<file path="src/rtl/dmem_boot_loader.sv">
// dmem_boot_loader: data memory shared between a boot-time loader port and the core, with core hold-in-reset sequencing
module dmem_boot_loader #(
  parameter int DATA_W = 32,
  parameter int ADDR_W = 32,
  parameter int DEPTH = 64,
  parameter int AUTO_INC = 0,
  parameter int RELEASE_CYC = 2
) (
  input  logic clk,
  input  logic reset,
  input  logic ext_load_req,
  input  logic ext_valid,
  output logic ext_ready,
  input  logic [ADDR_W-1:0] ext_addr,
  input  logic [DATA_W-1:0] ext_wdata,
  input  logic ext_done,
  output logic cpu_reset,
  input  logic cpu_we,
  input  logic [DATA_W/8-1:0] cpu_be,
  input  logic [ADDR_W-1:0] cpu_addr,
  input  logic [DATA_W-1:0] cpu_wdata,
  output logic [DATA_W-1:0] cpu_rdata,
  output logic [$clog2(DEPTH):0] load_count,
  output logic load_err
);
  localparam int IW = $clog2(DEPTH);
  localparam int CW = IW + 1;
  localparam int NB = DATA_W / 8;
  localparam int RW = $clog2(RELEASE_CYC + 1);
  typedef enum logic [1:0] {BOOT, LOAD, RELEASE, RUN} state_t;
  state_t state, nextState;
  logic [DATA_W-1:0] mem [DEPTH];
  logic [CW-1:0] ptr;
  logic [RW-1:0] relCnt;
  logic [IW-1:0] ldIdx, cpuIdx;
  logic ldInRange, cpuInRange, beat, cpuWrite;
  always_comb begin
    ldInRange = AUTO_INC != 0 ? ptr < CW'(DEPTH) : 64'(ext_addr) < 64'(DEPTH) * 64'd4;
    ldIdx = AUTO_INC != 0 ? ptr[IW-1:0] : ext_addr[IW+1:2];
    cpuInRange = 64'(cpu_addr) < 64'(DEPTH) * 64'd4;
    cpuIdx = cpu_addr[IW+1:2];
    beat = ext_valid & ext_ready & ~reset;
    cpuWrite = cpu_we & cpuInRange & ~reset & (state == RUN);
    cpu_rdata = cpuInRange ? mem[cpuIdx] : '0;
    nextState = state == BOOT ? (ext_load_req ? LOAD : RUN)
      : state == LOAD ? (ext_done ? RELEASE : LOAD)
      : state == RELEASE ? (relCnt == RW'(RELEASE_CYC - 1) ? RUN : RELEASE)
      : (ext_load_req ? LOAD : RUN);
  end
  always_ff @(posedge clk) begin
    if (reset) begin
      state <= BOOT;
      cpu_reset <= 1'b1;
      ext_ready <= 1'b0;
      load_count <= '0;
      load_err <= 1'b0;
      ptr <= '0;
      relCnt <= '0;
    end else begin
      state <= nextState;
      cpu_reset <= nextState != RUN;
      ext_ready <= nextState == LOAD;
      relCnt <= state == RELEASE ? relCnt + 1'b1 : '0;
      if (nextState == LOAD && state != LOAD) begin
        ptr <= '0;
        load_count <= '0;
        load_err <= 1'b0;
      end else if (beat) begin
        if (ptr != CW'(DEPTH)) ptr <= ptr + 1'b1;
        if (ldInRange && load_count != CW'(DEPTH)) load_count <= load_count + 1'b1;
        if (!ldInRange) load_err <= 1'b1;
      end
    end
  end
  always_ff @(posedge clk) begin
    if (beat && ldInRange) mem[ldIdx] <= ext_wdata;
    else if (cpuWrite)
      for (int i = 0; i < NB; i++)
        if (cpu_be[i]) mem[cpuIdx][i*8 +: 8] <= cpu_wdata[i*8 +: 8];
  end
endmodule

</file>
<file path="config.mk">
export PLATFORM = sky130hd
export DESIGN_NAME = dmem_boot_loader
export DESIGN_NICKNAME = d
export VERILOG_FILES = /design/src/rtl/dmem_boot_loader.sv
export SDC_FILE = /design/constraint.sdc
export NUM_CORES = 2
export LEC_CHECK = 0
export ABC_CLOCK_PERIOD_IN_PS = 6310
export CAP_MARGIN = 15
export CORE_MARGIN = 2
export CORE_UTILIZATION = 40
export CTS_CLUSTER_DIAMETER = 80
export DETAILED_ROUTE_END_ITERATION = 12
export GPL_ROUTABILITY_DRIVEN = 0
export GPL_TIMING_DRIVEN = 0
export PLACE_DENSITY = 0.53
export SLEW_MARGIN = 20
export SYNTH_ARGS = -nofsm -noshare
export SYNTH_HDL_FRONTEND = slang
export SYNTH_SLANG_ARGS = --single-unit
export TNS_END_PERCENT = 1
</file>
<file path="constraint.sdc">
create_clock -name clk -period 6.31 [get_ports clk]
set_clock_uncertainty 0.15 [all_clocks]
set_input_delay 0.9465 -clock clk [delete_from_list [all_inputs] [get_ports clk]]
set_output_delay 0.9465 -clock clk [all_outputs]
set_load 0.02 [all_outputs]
</file>
==> reports/metrics.cfg <==
[cells_and_area]
nNetsFinal=4821
n_fill_cell=16840
final_util=0.4743
drive_gt1_frac=0.2187
multi_input_area_sq_mm=0.01875
instances_no_fill=7562
register_area_sq_mm=0.06178
areaGrowthSynthToFinish_pct=17.69
postLayoutCellArea_sq_mm=0.09606

[logic_synthesis]
synthMostInstantiatedCell=edfxtp_1
yosys.area_share.xor_xnor=0.0005365
syn-mean-instance-area_sq_um=19.33
yosys.area_share.simple=0.03195
yosys.cell_types.count=75
synthMuxAreaShare=0.1425
synth_fa_ha_area_frac=0.0004599
synth_top_family_by_area=multiplexers
seq_area_frac_synth=0.7569
ys_warn_count=0
yosys_register_bits=2062
netlist_area_sq_mm=0.08162
synth_top_area_share=0.7534
ys_top_cells_by_count=2048 x edfxtp_1, 390 x mux2i_1, 343 x mux4_2, 329 x nor2_1, 157 x nand2_1
async_flop_share=0
synth_top_cell_by_area=edfxtp_1
syn_inst=4222
netlist_top_cells_area=edfxtp_1 75%, mux4_2 9.5%, mux2i_1 4.8%
synth_edf_count=2048
syn-num-nets=4363
ys.flop_type=edfxtp_1
synth_compound_area_frac=0.04945

[place]
place.port_buffers=171
pre_cts_ws_ps=-1654
place_inst=7134
postPlaceCellArea_sq_mm=0.08880
dp_hpwl_microns=238500

[min_path]
hold_start=reset
hold_path_end=ext_ready
whs_path_depth=2
hp-class=input pin to flip-flop

[timing]
relSlewSlack=0.09951
whs_ps=211.1
tns_ps=-2589
layout_setup_ws_ps=-247.1
tightestPinTransition_ps=1342
setup_viol=23
rsz0062_at_grt=yes
hold_violations=0
finalCriticalPeriod_ps=6557
final_max_slew_viol_count=0
max_freq_ghz=0.1525
period_share=1.039

[power]
powerDensity_mw_per_mm2=312.1
total_power_mw=29.98
p_leak_nw=30.95
ir_drop_mv=0.3149

[run_status]
status=complete, but fails checks
violations=negative setup slack

[clock_network]
cts_tree=done
clockBufferDepth=3
cts_made_buffers=214
clkSlewWorstSetupHoldPaths_ps=60
htreeDepth=4
root_buffer=clkbuf_16
cts_sinks=2062
clkLatencyLatePin_ps=890

[floorplan]
fp-row-count=165
die_x_microns=455.7
fp.coreArea_sq_mm=0.2025
die_h_microns=455.7
die_area_sq_mm=0.2077
start_util=0.4030
num_io_pins=180

[drt]
route.detailed.drc=0
totalWireLength_microns=363700
ant_nets=0
drt-vias-per-instance=6.739
drtPass1Iterations=8
wl_per_cell_microns=48.10
first_iter_violations=9457
vias=50960

[global_routing]
grt_overflow=0
grt_pass1_vias=46690
grt_max_degree=65
grt_pass1_wl_microns=463800
antenna_found_initial=48
grt_usage=0.3440

[setup_path]
timing.rr.end=mem[7][14]
critPathMaxFanout=10
r2r_start=ext_ready
r2r_setup_slack_ps=1650
worstPathArrival_ps=5460
endpoint_kind=primary output
path_class=input pin to primary output
critPathLaunchType=input pin
critPathRequiredTime_ps=5210
worst_r2r_path_depth=7

[run]
maxCapViolCount=0

[worst max-delay path, stage by stage]
cell and delay [ps]:
clkdlybuf4s50_1 610, buf_6 300, nor2_1 290, buf_1 850, clkbuf_2 480, buf_16 210, a221oi_1 160, o311ai_1 530
o211ai_1 380, clkdlybuf4s50_1 640
[registers in the layout, summed over array words and instances, names as in the netlist]
register and cells:
ext_ready 1, load_count 7, cpu_reset 1, relCnt 2
load_err 1, state 2, mem 2048
[logic make-up (layout without fill, tap and decap cells)]
logic type / count (synthesis) / count (layout)
flip-flops: 2062 / 2062
multiplexers: 733 / 733
AND/OR/NAND/NOR: 608 / 608
AO/OA/AOI/OAI: 540 / 540
buffers and inverters: 271 / 918
XOR/XNOR: 5 / 5
adder cells (fa/ha/maj): 3 / 3
other: 0 / 21
[layer usage]
layer	share of wire	up-vias	GRT usage
li1	-	18440	-
met1	0.35	27090	0.4360
met2	0.42	4331	0.4900
met3	0.14	1077	0.1347
met4	0.078	26	0.2249
met5	0.00044	-	0.0004592
[power by group]
group / switching [mW] / internal (mW) / leakage [nW] / total (mW)
clock network: 5.63 / 7.03 / 3.38 / 12.7
logic: 1.64 / 0.630 / 9.06 / 2.27
registers: 0.00197 / 15.1 / 18.5 / 15.1
total: 7.27 / 22.7 / 30.9 / 30.0
[cell usage in the layout, fill, tap and decap left out, types with 8 or more instances in the layout]
master	n
a221o_1	39
or3_1	8
clkinv_2	52
a211oi_1	12
nor2_2	19
inv_1	11
buf_6	59
clkinv_1	49
a22oi_1	49
clkbuf_1	68
o21ai_0	84
a21oi_1	63
bufinv_16	15
nor3_1	23
nand2b_1	11
buf_12	19
mux2i_1	390
o21ai_1	27
buf_16	46
buf_2	41
diode_2	21
dfxtp_1	14
o211ai_1	9
o21ai_2	9
a221oi_1	154
clkdlybuf4s50_1	171
nand2_4	30
clkbuf_16	219
mux4_2	343
nand3_1	12
buf_4	45
nor4_1	22
nand4_1	8
nor2_1	305
clkbuf_2	88
edfxtp_1	2048
nand2_1	123
[how the worst max path moves through the flow]
stage | start | cells past startpoint | endpoint
finish | cpu_addr[3] | 10 | cpu_rdata[27]
global route | cpu_addr[3] | 11 | cpu_rdata[22]
CTS | cpu_addr[3] | 12 | cpu_rdata[29]
detailed placement | cpu_addr[3] | 11 | cpu_rdata[3]
global placement | cpu_addr[3] | 9 | cpu_rdata[14]
floorplan | cpu_addr[2] | 9 | cpu_rdata[1]
[final cells by class]
type | instances | share of cell area
Tap cell | 2672 | 0.03480
Inverter | 12 | 0.0004689
Timing Repair Buffer | 243 | 0.03565
Multi-Input combinational cell | 1889 | 0.1952
Antenna cell | 21 | 0.0005471
Buffer | 258 | 0.01865
Sequential cell | 2062 | 0.6431
Clock buffer | 271 | 0.05939
Clock inverter | 134 | 0.01213
[what timing repair did]
item / 4_1_cts / 5_1_grt
hold buffers: 0 / 0
setup endpoints to repair: 32 / 20
endpoints found under the hold margin: 0 / 0
pin swaps: 0 / 1
buffers inserted: 0 / 2
gates resized for setup: 77 / 20
No activity file was read; power rests on OpenSTA's default activity.
